**src/rtl/cpu_pkg.sv**
```systemverilog
// Shared CPU constants for the operand-forwarding and hazard logic.
//   REG_AW              : register-address width
//   LAT_ALU/LOAD/MUL    : result latencies in cycles, issue to value available for forwarding
//   FWD_RF / FWD_STAGE1 : forward-select encodings (register file, nearest producer stage)
package cpu_pkg;

  localparam int unsigned REG_AW = 5;

  localparam int unsigned LAT_ALU  = 1;
  localparam int unsigned LAT_LOAD = 2;
  localparam int unsigned LAT_MUL  = 4;

  localparam int unsigned FWD_RF     = 0;
  localparam int unsigned FWD_STAGE1 = 1;

endpackage

```
**src/rtl/fwd_select.sv**
```systemverilog
// Priority forward select for one source operand.
//   stRd_i : destination register of each producer stage; stage k occupies slice k-1
//   stWe_i : register-write enable of each producer stage
//   rs_i   : source register of the operand in EX
//   sel_o  : 0 = register file, k = forward from stage k (nearest matching stage wins)
module fwd_select import cpu_pkg::*; #(
  parameter int unsigned REG_AW     = cpu_pkg::REG_AW,
  parameter int unsigned FWD_STAGES = 2,
  parameter int unsigned SELW       = $clog2(FWD_STAGES + 1)
) (
  input  logic [FWD_STAGES*REG_AW-1:0] stRd_i,
  input  logic [FWD_STAGES-1:0]        stWe_i,
  input  logic [REG_AW-1:0]            rs_i,
  output logic [SELW-1:0]              sel_o
);

  // Walk from the oldest stage down so the nearest match is the last one written.
  always_comb begin
    sel_o = SELW'(FWD_RF);
    for (int k = FWD_STAGES; k >= 1; k--) begin
      if (stWe_i[k-1] && (stRd_i[(k-1)*REG_AW +: REG_AW] == rs_i) &&
          (stRd_i[(k-1)*REG_AW +: REG_AW] != '0)) begin
        sel_o = SELW'(k);
      end
    end
  end

endmodule

```
**src/rtl/fwd_scoreboard_unit.sv**
```systemverilog
// Operand-forwarding and issue-hazard unit.
//   clk, rst_n          : clock (rising edge), asynchronous active-low reset
//   st_rd_i / st_we_i   : producer-stage destinations and write enables (stage 1 = MEM)
//   ex_rs_i / fwd_sel_o : EX source registers and per-operand forward selects
//   id_*                : instruction in ID (valid, sources, used flags, write, dest, latency)
//   flush_i             : kill the ID instruction this cycle
//   stall_o / issue_o   : hold ID and bubble EX / ID instruction issues
//   busy_o              : some register still has a result in flight
// Each register carries a down-counter of cycles until its pending result is written.
// A count of 1 means the value is one stage away and can be forwarded, so only
// counts of 2 or more block a reader.
module fwd_scoreboard_unit import cpu_pkg::*; #(
  parameter int unsigned REG_AW     = cpu_pkg::REG_AW,
  parameter int unsigned NUM_SRC    = 2,
  parameter int unsigned FWD_STAGES = 2,
  parameter int unsigned MAX_LAT    = 4,
  localparam int unsigned CW        = $clog2(MAX_LAT + 1),
  localparam int unsigned SELW      = $clog2(FWD_STAGES + 1)
) (
  input  logic                         clk,
  input  logic                         rst_n,
  input  logic [FWD_STAGES*REG_AW-1:0] st_rd_i,
  input  logic [FWD_STAGES-1:0]        st_we_i,
  input  logic [NUM_SRC*REG_AW-1:0]    ex_rs_i,
  output logic [NUM_SRC*SELW-1:0]      fwd_sel_o,
  input  logic                         id_valid_i,
  input  logic [NUM_SRC*REG_AW-1:0]    id_rs_i,
  input  logic [NUM_SRC-1:0]           id_rs_used_i,
  input  logic                         id_we_i,
  input  logic [REG_AW-1:0]            id_rd_i,
  input  logic [CW-1:0]                id_lat_i,
  input  logic                         flush_i,
  output logic                         stall_o,
  output logic                         issue_o,
  output logic                         busy_o
);

  localparam int unsigned NumRegs = 1 << REG_AW;

  logic [CW-1:0]     cntQ [NumRegs];
  logic [CW-1:0]     cntD [NumRegs];
  logic [CW-1:0]     latEff;
  logic [REG_AW-1:0] srcReg;
  logic              rawHit;
  logic              wawHit;

  // Forward selects, one per EX operand.
  for (genvar j = 0; j < NUM_SRC; j++) begin : gSrc
    fwd_select #(
      .REG_AW     (REG_AW),
      .FWD_STAGES (FWD_STAGES),
      .SELW       (SELW)
    ) uFwdSel (
      .stRd_i (st_rd_i),
      .stWe_i (st_we_i),
      .rs_i   (ex_rs_i[j*REG_AW +: REG_AW]),
      .sel_o  (fwd_sel_o[j*SELW +: SELW])
    );
  end

  // Hazard detection from the registered table and the current ID instruction.
  always_comb begin
    latEff = (id_lat_i > CW'(MAX_LAT)) ? CW'(MAX_LAT) : id_lat_i;
    rawHit = 1'b0;
    srcReg = '0;
    for (int j = 0; j < NUM_SRC; j++) begin
      srcReg = id_rs_i[j*REG_AW +: REG_AW];
      if (id_rs_used_i[j] && (srcReg != '0) && (cntQ[srcReg] > CW'(LAT_ALU))) begin
        rawHit = 1'b1;
      end
    end
    rawHit = rawHit & id_valid_i;
    // A younger write must not land before an older in-flight write to the same register.
    wawHit  = id_valid_i && id_we_i && (id_rd_i != '0) && (cntQ[id_rd_i] > latEff);
    stall_o = (rawHit || wawHit) && !flush_i;
    issue_o = id_valid_i && !stall_o && !flush_i;
  end

  // Next table state: age every entry, then overwrite the issuing destination.
  always_comb begin
    for (int r = 0; r < NumRegs; r++) begin
      cntD[r] = (cntQ[r] != '0) ? (cntQ[r] - CW'(1)) : '0;
    end
    if (issue_o && id_we_i && (id_rd_i != '0) && (id_lat_i != '0)) begin
      cntD[id_rd_i] = latEff;
    end
    cntD[0] = '0;
  end

  always_comb begin
    busy_o = 1'b0;
    for (int r = 0; r < NumRegs; r++) begin
      busy_o = busy_o | (cntQ[r] != '0);
    end
  end

  always_ff @(posedge clk or negedge rst_n) begin
    if (!rst_n) begin
      for (int r = 0; r < NumRegs; r++) begin
        cntQ[r] <= '0;
      end
    end else begin
      for (int r = 0; r < NumRegs; r++) begin
        cntQ[r] <= cntD[r];
      end
    end
  end

endmodule

```
**config.mk**
```make
export PLATFORM = sky130hd
export DESIGN_NAME = fwd_scoreboard_unit
export DESIGN_NICKNAME = d
export VERILOG_FILES = /design/src/rtl/cpu_pkg.sv /design/src/rtl/fwd_select.sv /design/src/rtl/fwd_scoreboard_unit.sv
export SDC_FILE = /design/constraint.sdc
export NUM_CORES = 1
export LEC_CHECK = 0
export BUFFER_PORTS_ARGS = -buffer_cell sky130_fd_sc_hd__clkbuf_2
export CAP_MARGIN = 0
export CORE_MARGIN = 8
export CORE_UTILIZATION = 62
export CTS_CLUSTER_DIAMETER = 150
export CTS_CLUSTER_SIZE = 30
export DETAILED_ROUTE_END_ITERATION = 16
export GPL_ROUTABILITY_DRIVEN = 0
export GPL_TIMING_DRIVEN = 0
export MAX_ROUTING_LAYER = met4
export PLACE_DENSITY = 0.8
export REMOVE_ABC_BUFFERS = 1
export SETUP_SLACK_MARGIN = 0.3
export SLEW_MARGIN = 10
export SYNTH_ARGS = -nofsm -noshare
export SYNTH_HDL_FRONTEND = slang
export SYNTH_HIERARCHICAL = 1
export SYNTH_SLANG_ARGS = --single-unit
export TNS_END_PERCENT = 10
```
**constraint.sdc**
```tcl
create_clock -name clk -period 4.65 [get_ports clk]
set_input_delay 0.6975 -clock clk [delete_from_list [all_inputs] [get_ports clk]]
set_output_delay 0.6975 -clock clk [all_outputs]
set_load 0.02 [all_outputs]
```
# Word-level counts from Yosys, hierarchy flattened
# Cells that the tools add are included.
[op_classes] add_sub_neg=31 n_lt_le_gt_ge=8 n_eq_ne=4 mux=51 bitwise=34 reduce_logical=62
[ops] cell="2-to-1 mux 3 bit" count=39
[ops] cell="bitwise mux 96 bit" count=1
[ops] cell="nonzero test 3 bit" count=32
[ops] cell="2-to-1 mux 93 bit" count=1
[ops] cell="subtractor 3 x 1 -> 3 bit, second input constant" count=31
[ops] cell="binary-select mux 3 bit (select 5 bit)" count=3
[ops] cell="bitwise OR 1 bit" count=30
[ops] cell="nonzero test 5 bit" count=5
[ops] cell="logical AND 1 bit" count=22
[ops] cell="== test 5 bit" count=4
[ops] cell="greater-or-equal comparator 6 bit, second input constant" count=3
[ops] cell="inverter 5 -> 6 bit" count=3
[ops] cell="demux 3 bit (select 5 bit)" count=1
[ops] cell="2-to-1 mux 2 bit" count=4
[ops] cell="greater-than comparator 3 x 1 -> 1 bit, second input constant" count=2
[ops] cell="less-than comparator 6 x 1 -> 1 bit, second input constant" count=1
[ops] cell="greater-than comparator 3 bit" count=1
[ops] cell="greater-than comparator 3 bit, second input constant" count=1
[ops] cell="logical NOT 1 bit" count=2
[ops] cell="2-to-1 mux 1 bit" count=2
[ops] cell="bitwise AND 1 bit" count=1
[ops] cell="logical OR 1 bit" count=1
[totals] register_bits=93 inputBits=47 output_inout_bits=7 elab_cells=221

# Logic depth before layout (Yosys ltp)
# Gate-level depths: netlist of run 1.
[logic_depth] word_depth=31 ltp_mapped=16 ltp_nobuf=13

# Cells and area by module
# The synthesis of run 1 kept the hierarchy.
[modules_own_cells] mod="fwd_scoreboard_unit" n_inst=1 cells_each=743 area_each_um2=7260.7 seq_area_each_um2=2327.2
[modules_own_cells] mod="fwd_select" n_inst=2 cells_each=20 area_each_um2=151.4 seq_area_each_um2=0.0

# Least setup slack after synthesis of run 1
# OpenSTA, ideal clock, no wires.
[synth_path] path_kind="input -> output" startpoint="input port id_rd_i[1]" endpoint="output port issue_o" arrival_time_ps=3680 required_time_ps=3953 path_slack_ps=272 cell_stages=14 path_buffers=4 path_cell_list="buf_2 > clkbuf_1 > buf_2 > mux4_2 > a31oi_1 > o2111ai_1 > ha_1 > a21o_1 > a21oi_1 > a311oi_1 > nor3_2 > buf_4 > nand3_1 > nor2_1"
[synth_between] elab_chain_cells=11 word_cells_on_any_way=13 classes_between="order compare: 1; mux: 3; bitwise: 1; reduce/logical: 8"
[synth_rtl] element="start, declared" line_no="fwd_scoreboard_unit.sv:30" text="input logic [REG_AW-1:0] id_rd_i,"
[synth_rtl] element="inverter 5 -> 6 bit (not written as such)" line_no="fwd_scoreboard_unit.sv:74" text="wawHit = id_valid_i && id_we_i && (id_rd_i != '0) && (cntQ[id_rd_i] > latEff);"
[synth_rtl] element="binary-select mux 3 bit (select 5 bit)" line_no="fwd_scoreboard_unit.sv:74"
[synth_rtl] element="2-to-1 mux 3 bit (not written as such) (2 in series)" line_no="fwd_scoreboard_unit.sv:74"
[synth_rtl] element="greater-than comparator 3 bit" line_no="fwd_scoreboard_unit.sv:74"
[synth_rtl] element="logical AND 1 bit *" line_no="fwd_scoreboard_unit.sv:74"
[synth_rtl] element="logical OR 1 bit *" line_no="fwd_scoreboard_unit.sv:75" text="stall_o = (rawHit || wawHit) && !flush_i;"
[synth_rtl] element="logical AND 1 bit *" line_no="fwd_scoreboard_unit.sv:75"
[synth_rtl] element="logical NOT 1 bit *" line_no="fwd_scoreboard_unit.sv:76" text="issue_o = id_valid_i && !stall_o && !flush_i;"
[synth_rtl] element="logical AND 1 bit * (2 in series)" line_no="fwd_scoreboard_unit.sv:76"
[synth_rtl] element="end, declared" line_no="fwd_scoreboard_unit.sv:34" text="output logic issue_o,"
# Mark *: on every way between the ends. The rest lies on a longest branch, timed or not. The select of a mux whose other input is x is not followed.

# Worst setup path in the final report of run 1
[layout_path] startpoint="input port id_lat_i[2]" endpoint="output port stall_o"
[layout_between] elab_chain_cells=6
[layout_rtl] element="start, declared" line_no="fwd_scoreboard_unit.sv:31" text="input logic [CW-1:0] id_lat_i,"
[layout_rtl] element="greater-than comparator 3 bit" line_no="fwd_scoreboard_unit.sv:63" text="latEff = (id_lat_i > CW'(MAX_LAT)) ? CW'(MAX_LAT) : id_lat_i;"
[layout_rtl] element="2-to-1 mux 3 bit *" line_no="fwd_scoreboard_unit.sv:63"
[layout_rtl] element="greater-than comparator 3 bit *" line_no="fwd_scoreboard_unit.sv:74"
[layout_rtl] element="logical AND 1 bit *" line_no="fwd_scoreboard_unit.sv:74"
[layout_rtl] element="logical OR 1 bit *" line_no="fwd_scoreboard_unit.sv:75"
[layout_rtl] element="logical AND 1 bit *" line_no="fwd_scoreboard_unit.sv:75"
[layout_rtl] element="end, declared" line_no="fwd_scoreboard_unit.sv:33" text="output logic stall_o,"
# Mark *: on every way between the ends. The rest lies on a longest branch, timed or not.

==> results of run 1 <==
==> layout make-up <==
| type | instances | area, µm² | area share |
|---|---|---|---|
| inverter | 59 | 225.2 | 0.02695 |
| clock inverter | 1 | 30.03 | 0.003593 |
| clock buffer | 13 | 270.3 | 0.03234 |
| tap | 147 | 183.9 | 0.02201 |
| timing repair buffer | 63 | 483.0 | 0.05779 |
| timing repair inverter | 1 | 5.005 | 0.0005989 |
| sequential | 93 | 2327 | 0.2785 |
| multi-input combinational | 585 | 4832 | 0.5782 |
==> power breakdown <==
part,total [W],internal (W),switching [W]
logic,0.000554,0.000223,0.000332
registers,0.000890,0.000850,0.0000394
clock network,0.000759,0.000455,0.000305
total,0.00220,0.00153,0.000676
==> kinds of logic (layout without fill, tap and decap cells) <==
family,count (synthesis),count (layout)
simple gates,284,284
mux,119,119
compound gates,111,111
buf+inv,105,137
flops,93,93
fa+ha+maj,55,55
xor+xnor,16,16
==> what timing repair did <==
item                       in CTS  in global routing
pin swaps                       0                  0
setup endpoints to repair       4                  2
resized for setup               6                 11
cloned                          1                  0
hold buffers                    0                  0
setup buffers                   1                  4
==> synthesized netlist by cell type, drive strengths merged (4+ instances only) <==
cell / count / share of area
nor2b: 6 / 0.0050
a31oi: 5 / 0.0041
nand3: 8 / 0.0053
and2: 27 / 0.022
xnor2: 10 / 0.012
nor3: 60 / 0.042
ha: 55 / 0.091
inv: 58 / 0.029
xor2: 6 / 0.0069
dfrtp: 93 / 0.31
nor3b: 8 / 0.0079
nand3b: 4 / 0.0040
mux4: 24 / 0.071
a21oi: 48 / 0.032
nand2b: 9 / 0.0074
mux2: 57 / 0.086
and4: 4 / 0.0050
o211ai: 4 / 0.0046
buf: 25 / 0.021
o21ai: 17 / 0.011
clkbuf: 21 / 0.011
nor2: 65 / 0.032
nor4: 4 / 0.0033
a22oi: 4 / 0.0040
a211oi: 14 / 0.015
nand2: 17 / 0.0084
or2: 27 / 0.022
nand4: 34 / 0.044
mux2i: 38 / 0.050
==> worst paths after layout <==
kind | from | to | slack [ns] | cells past startpoint
setup reg to reg | cntQ[82] | cntQ[15] | 0.99 | 14
hold / removal | rst_n | cntQ[71] | 0.40 | 1
setup / recovery | id_lat_i[2] | stall_o | 0.47 | 13
min in group clk | cntQ[77] | cntQ[77] | 0.64 | 2
max in group asynchronous | rst_n | cntQ[5] | 3.58 | 2
hold reg to reg | cntQ[77] | cntQ[77] | 0.64 | 2
==> routing by layer <==
metal,vias up,global-route usage,routed length (µm)
met4,0,0.1387,794
met2,393,0.4387,10360
li1,2856,-,-
met3,87,0.06912,2156
met5,-,-,0
met1,3128,0.3217,8020
==> worst max-delay path, stage by stage <==
cell and delay, ns:
clkbuf_4 0.36, clkinv_1 0.45, nand2_1 0.39, clkinvlp_4 0.19, ha_1 0.21, inv_1 0.05
a21o_1 0.10, a21oi_1 0.08, a311oi_2 0.33, nor3_4 0.09, buf_12 0.16, a31oi_1 0.16
clkbuf_2 0.19
==> through the flow <==
| stage | area [µm²] | std cells |
|---|---|---|
| 2_1_floorplan | 7326 | 737 |
| 5_1_grt | 8357 | 962 |
| 3_3_place_gp | 7775 | 937 |
| 4_1_cts | 8268 | 958 |
| 6_report | 8357 | 962 |
| 3_5_place_dp | 7931 | 942 |
==> cells in the final DEF (no fill, tap or decap), types with 8 or more instances in the layout <==
cell type  instances
dfrtp_1           93
nor2_1            65
nor3_1            57
inv_1             56
ha_1              55
mux2_2            54
clkbuf_2          49
a21oi_1           48
mux2i_1           38
or2_2             27
and2_1            27
mux4_2            24
nand4_2           19
nand2_1           16
o21ai_0           15
nand4_1           15
a211oi_1          12
xnor2_1           10
nand2b_1           9
clkbuf_16          9
nand3_1            8
nor3b_1            8
==> run metrics, run 1 <==
P_leak=4.027 nW; TritonCTS clock tree=yes; number of enable flip-flop cells after synthesis=0; unrepaired setup endpoints after global routing=false; Layout area overhead=10.49%; accumulated negative setup slack=0 ns; final hold slack=0.4013 ns; filler cell count=891; Place WS=-0.2595 ns; Total Wirelength=21330 µm; Top FF cell, synth=dfrtp_1; die area=15990 µm²; fin nets=914; core area=11960 µm²; hpwl dp=14860 µm; HP Class=in2async; CTS max path bufs=2; power density cells=263.7 nW/µm²; largest net degree at the start of global routing=49; adder-cell area share of the yosys netlist=0.09098; Die Wd=126.5 µm; Period minus WS final=4.178 ns; compound-gate portion of the synthesized area=0.09380; synthesized area per cell=9.660 µm²; Largest register FFs=93; DR iter-0 viols=762; post-synthesis mux area share=0.2076; Setup Skew=0.005864 ns; WL per Instance=22.17 µm; worst-margin pin slew=1.142 ns; io pins=54; setup ws final=0.4720 ns; Biggest register=cntQ; f_max=239.3 MHz; routed vias/inst=6.719; Yosys warnings=6; leading registers by flop count=cntQ: 93 flops; status=completed; Pwr Total=0.002203 W; largest family of logic cells by synthesized area=simple AND/OR/NAND/NOR gates; share of layout cells above drive strength 1=0.2724; antenna violations before repair=0; Clock Latency Late Sink=0.35 ns; GRT Total Usage=0.2764; buffers added on ports=53; # clock sinks=93; FFs w/ async S/R, synth=1.000; Worst slew margin=0.2388; Post-Route Utilization=0.6986; Post-Syn Area=7564 µm²; Root Buffer Master=clkbuf_16; Worst setup SP type=primary input; Final Hold Fails=0; H-tree Lvls=3; routed vias=6464; DR DRC count=0; Crit. End Element=primary output; Final Max Slew Viols=0; sequential area share after synthesis=0.3077; Yosys reg bits=93; final setup vio count=0; max-cap violation count=0; Data required, critical path=3.95 ns; VDD IR max=241.2 µV; total CTS buffers=9; GRT overflow=0; clock transition at the registers of the reported paths=0.06 ns; die height=126.5 µm; antenna cell count=0; synthesized instance count=783; Setup CP Type=in2out; Rows=40; Synth cell types=59; first-pass GRT wire length=34070 µm; number of global-route vias before repair=6629; Starting Density=0.6323; Critical Path AT=3.48 ns; XOR/XNOR Fraction of Synth Area=0.01853; Max FO, Critical Path=28; DRT Pass-1 Iters=6; number of routed nets with antenna violations=0; Synth Area in Simple Gates=0.2207; period utilization=0.8985
No activity file was read; power rests on OpenSTA's default activity.
==> inputs of run 2 (changes only) <==
--- a/config.mk
+++ b/config.mk
@@ -5,17 +5,16 @@
 export SDC_FILE = /design/constraint.sdc
 export NUM_CORES = 1
 export LEC_CHECK = 0
-export BUFFER_PORTS_ARGS = -buffer_cell sky130_fd_sc_hd__clkbuf_2
 export CAP_MARGIN = 0
 export CORE_MARGIN = 8
-export CORE_UTILIZATION = 62
+export CORE_UTILIZATION = 65
 export CTS_CLUSTER_DIAMETER = 150
 export CTS_CLUSTER_SIZE = 30
 export DETAILED_ROUTE_END_ITERATION = 16
+export DONT_BUFFER_PORTS = 1
 export GPL_ROUTABILITY_DRIVEN = 0
 export GPL_TIMING_DRIVEN = 0
-export MAX_ROUTING_LAYER = met4
-export PLACE_DENSITY = 0.8
+export PLACE_DENSITY = 0.79
 export REMOVE_ABC_BUFFERS = 1
 export SETUP_SLACK_MARGIN = 0.3
 export SLEW_MARGIN = 10
==> run 2 against run 1 <==
Net effect:
- core utilization is 0.17 points lower
- sequential cell count did not move
- critical path depth shrank 2
- first-iteration DRC count rose by 0.66%
- clock-buffer cell count fell by 1
- final area shrank 5.2%
- via count shrank 4.9%
- setup slack lost 0.097 ns
- largest power group unchanged
==> run metrics, run 2 (synthesis gave the netlist of run 1 again) <==
status=completed (unchanged); Final Hold Fails=0 (unchanged); largest net degree at the start of global routing=94 (was 49); Final Max Slew Viols=0 (unchanged); Setup Skew=0.008484 ns (was 0.005864 ns); clock transition at the registers of the reported paths=0.07 ns (was 0.06 ns); antenna violations before repair=0 (unchanged); H-tree Lvls=3 (unchanged); Root Buffer Master=clkbuf_16 (unchanged); final setup vio count=0 (unchanged); buffers added on ports=0 (was 53); multi-input logic area=4806 µm² (was 4832 µm²); Pwr Total=0.002061 W (was 0.002203 W); CTS max path bufs=2 (unchanged); ordered list of cells on the worst path=clkinv_1 -> nand2_1 -> clkinvlp_4 -> ha_1 -> inv_1 -> a21o_1 -> a21oi_1 -> a311oi_1 -> nor3_4 -> buf_8 -> a31oi_1 (was clkbuf_4 -> clkinv_1 -> nand2_1 -> clkinvlp_4 -> ha_1 -> inv_1 -> a21o_1 -> a21oi_1 -> a311oi_2 -> nor3_4 -> buf_12 -> a31oi_1 -> clkbuf_2); f_max=233.9 MHz (was 239.3 MHz); commonest non-fill, non-tap cells in the layout=dfrtp_1 (93), nor2_1 (65), nor3_1 (57) (unchanged); R2R Path Start=cntQ[12] (was cntQ[82]); hpwl dp=14560 µm (was 14860 µm); Rows=39 (was 40); worst-margin pin slew=1.064 ns (was 1.142 ns); Max FO, Critical Path=28 (unchanged); VDD IR max=273.2 µV (was 241.2 µV); DR DRC count=0 (unchanged); Period minus WS final=4.275 ns (was 4.178 ns); number of routed nets with antenna violations=0 (unchanged); leading registers by flop count=cntQ: 93 flops (unchanged); # clock sinks=93 (unchanged); Starting Density=0.6652 (was 0.6323); storage element area=2327 µm² (unchanged); Layout area overhead=4.764% (was 10.49%); DR iter-0 viols=767 (was 762); die area=15340 µm² (was 15990 µm²); Setup CP Type=in2out (unchanged); TritonCTS clock tree=yes (unchanged); P_leak=3.736 nW (was 4.027 nW); total CTS buffers=9 (unchanged); routed vias=6145 (was 6464); Worst slew margin=0.2907 (was 0.2388); power density cells=260.2 nW/µm² (was 263.7 nW/µm²); Data required, critical path=3.95 ns (about the same); Placed Instance Area=7619 µm² (was 7931 µm²); RR Endpoint=cntQ[21] (was cntQ[15]); Die Wd=123.9 µm (was 126.5 µm); Total Wirelength=20640 µm (was 21330 µm); Critical Path Max Stage Delay=0.47 ns (was 0.45 ns); Biggest register=cntQ (unchanged); Critical Path AT=3.58 ns (was 3.48 ns); core area=11370 µm² (was 11960 µm²); GRT Total Usage=0.2797 (was 0.2764); routed vias/inst=6.820 (was 6.719); max-cap violation count=0 (unchanged); HP Class=in2async (unchanged); first-pass GRT wire length=32750 µm (was 34070 µm); FF-to-FF setup slack=1.09 ns (was 0.99 ns); period utilization=0.9194 (was 0.8985); io pins=54 (unchanged); antenna cell count=0 (unchanged); Post-Route Utilization=0.6969 (was 0.6986); Largest register FFs=93 (unchanged); filler cell count=860 (was 891); # hold bufs at CTS=0 (unchanged); Worst Reg-to-Reg Cells=15 (was 14); unrepaired setup endpoints after global routing=true (was false); Finished Cell Area=7924 µm² (was 8357 µm²); Crit. End Element=primary output (unchanged); Worst setup SP type=primary input (unchanged); Slowest cell on crit path=a31oi_1 (was clkinv_1); WL per Instance=22.91 µm (was 22.17 µm); die height=123.9 µm (was 126.5 µm); commonest non-fill, non-tap cell in the layout=dfrtp_1 (unchanged); GRT overflow=0 (unchanged); number of global-route vias before repair=6238 (was 6629); share of layout cells above drive strength 1=0.2137 (was 0.2724); Clock Latency Late Sink=0.36 ns (was 0.35 ns); DRT Pass-1 Iters=6 (unchanged); fin nets=857 (was 914)
[run 2: how the worst max path moves through the flow]
stage	startpoint	end	slack (ns)	cells past startpoint
CTS	cntQ[12]	issue_o	0.23	14
global placement	id_lat_i[2]	stall_o	-1.49	8
global route	id_lat_i[2]	stall_o	0.25	11
detailed placement	id_lat_i[2]	issue_o	0.04	12
finish	id_lat_i[2]	stall_o	0.37	11
floorplan	id_rd_i[0]	issue_o	-0.16	11
[run 2: repair_timing]
item,CTS,global route
resized for setup,1,0
endpoints found under the setup margin,2,2
pin swaps,0,1
setup buffers,0,2
gates cloned,1,0
[run 2: worst max-delay path, delay by kind of cell]
kind | cells | cell delay, ns
AO/OA/AOI/OAI | 4 | 1.11
adder cells (fa/ha/maj) | 1 | 0.36
buffers and inverters | 4 | 0.92
AND/OR/NAND/NOR | 2 | 0.46
[run 2: area by class of cell]
cell class                 instances  share of cell area
tap                              143             0.02258
clock inverter                     2            0.004421
sequential                        93              0.2937
timing repair inverter             1           0.0006316
multi-input combinational        585              0.6065
inverter                          59             0.02842
timing repair buffer               6             0.01263
clock buffer                      12             0.03111
[run 2: power by group]
group / internal, W / leakage (nW) / switching, W
logic: 0.000191 / 2.30 / 0.000255
clock network: 0.000425 / 0.139 / 0.000302
registers: 0.000850 / 1.29 / 0.0000388
[run 2: layer usage]
layer / vias to the layer above / GRT usage / routed length [µm]
li1: 2737 / - / -
met1: 3021 / 0.3433 / 7910
met2: 326 / 0.4518 / 10010
met3: 61 / 0.06482 / 2040
met4: 0 / 0.1475 / 676
met5: - / 0 / 0
[run 2: stage by stage]
| stage | hold slack [ns] | TNS, ns | cells | setup slack (ns) |
|---|---|---|---|---|
| after floorplan | 0.4019 | -0.3029 | 737 | -0.1615 |
| after global placement | 0.4056 | -105.43 | 880 | -1.485 |
| after detailed placement | 0.4053 | 0 | 884 | 0.04056 |
| after CTS | 0.02697 | 0 | 899 | 0.2275 |
| after global routing | 0.02162 | 0 | 901 | 0.2497 |
| final | 0.03287 | 0 | 901 | 0.3748 |
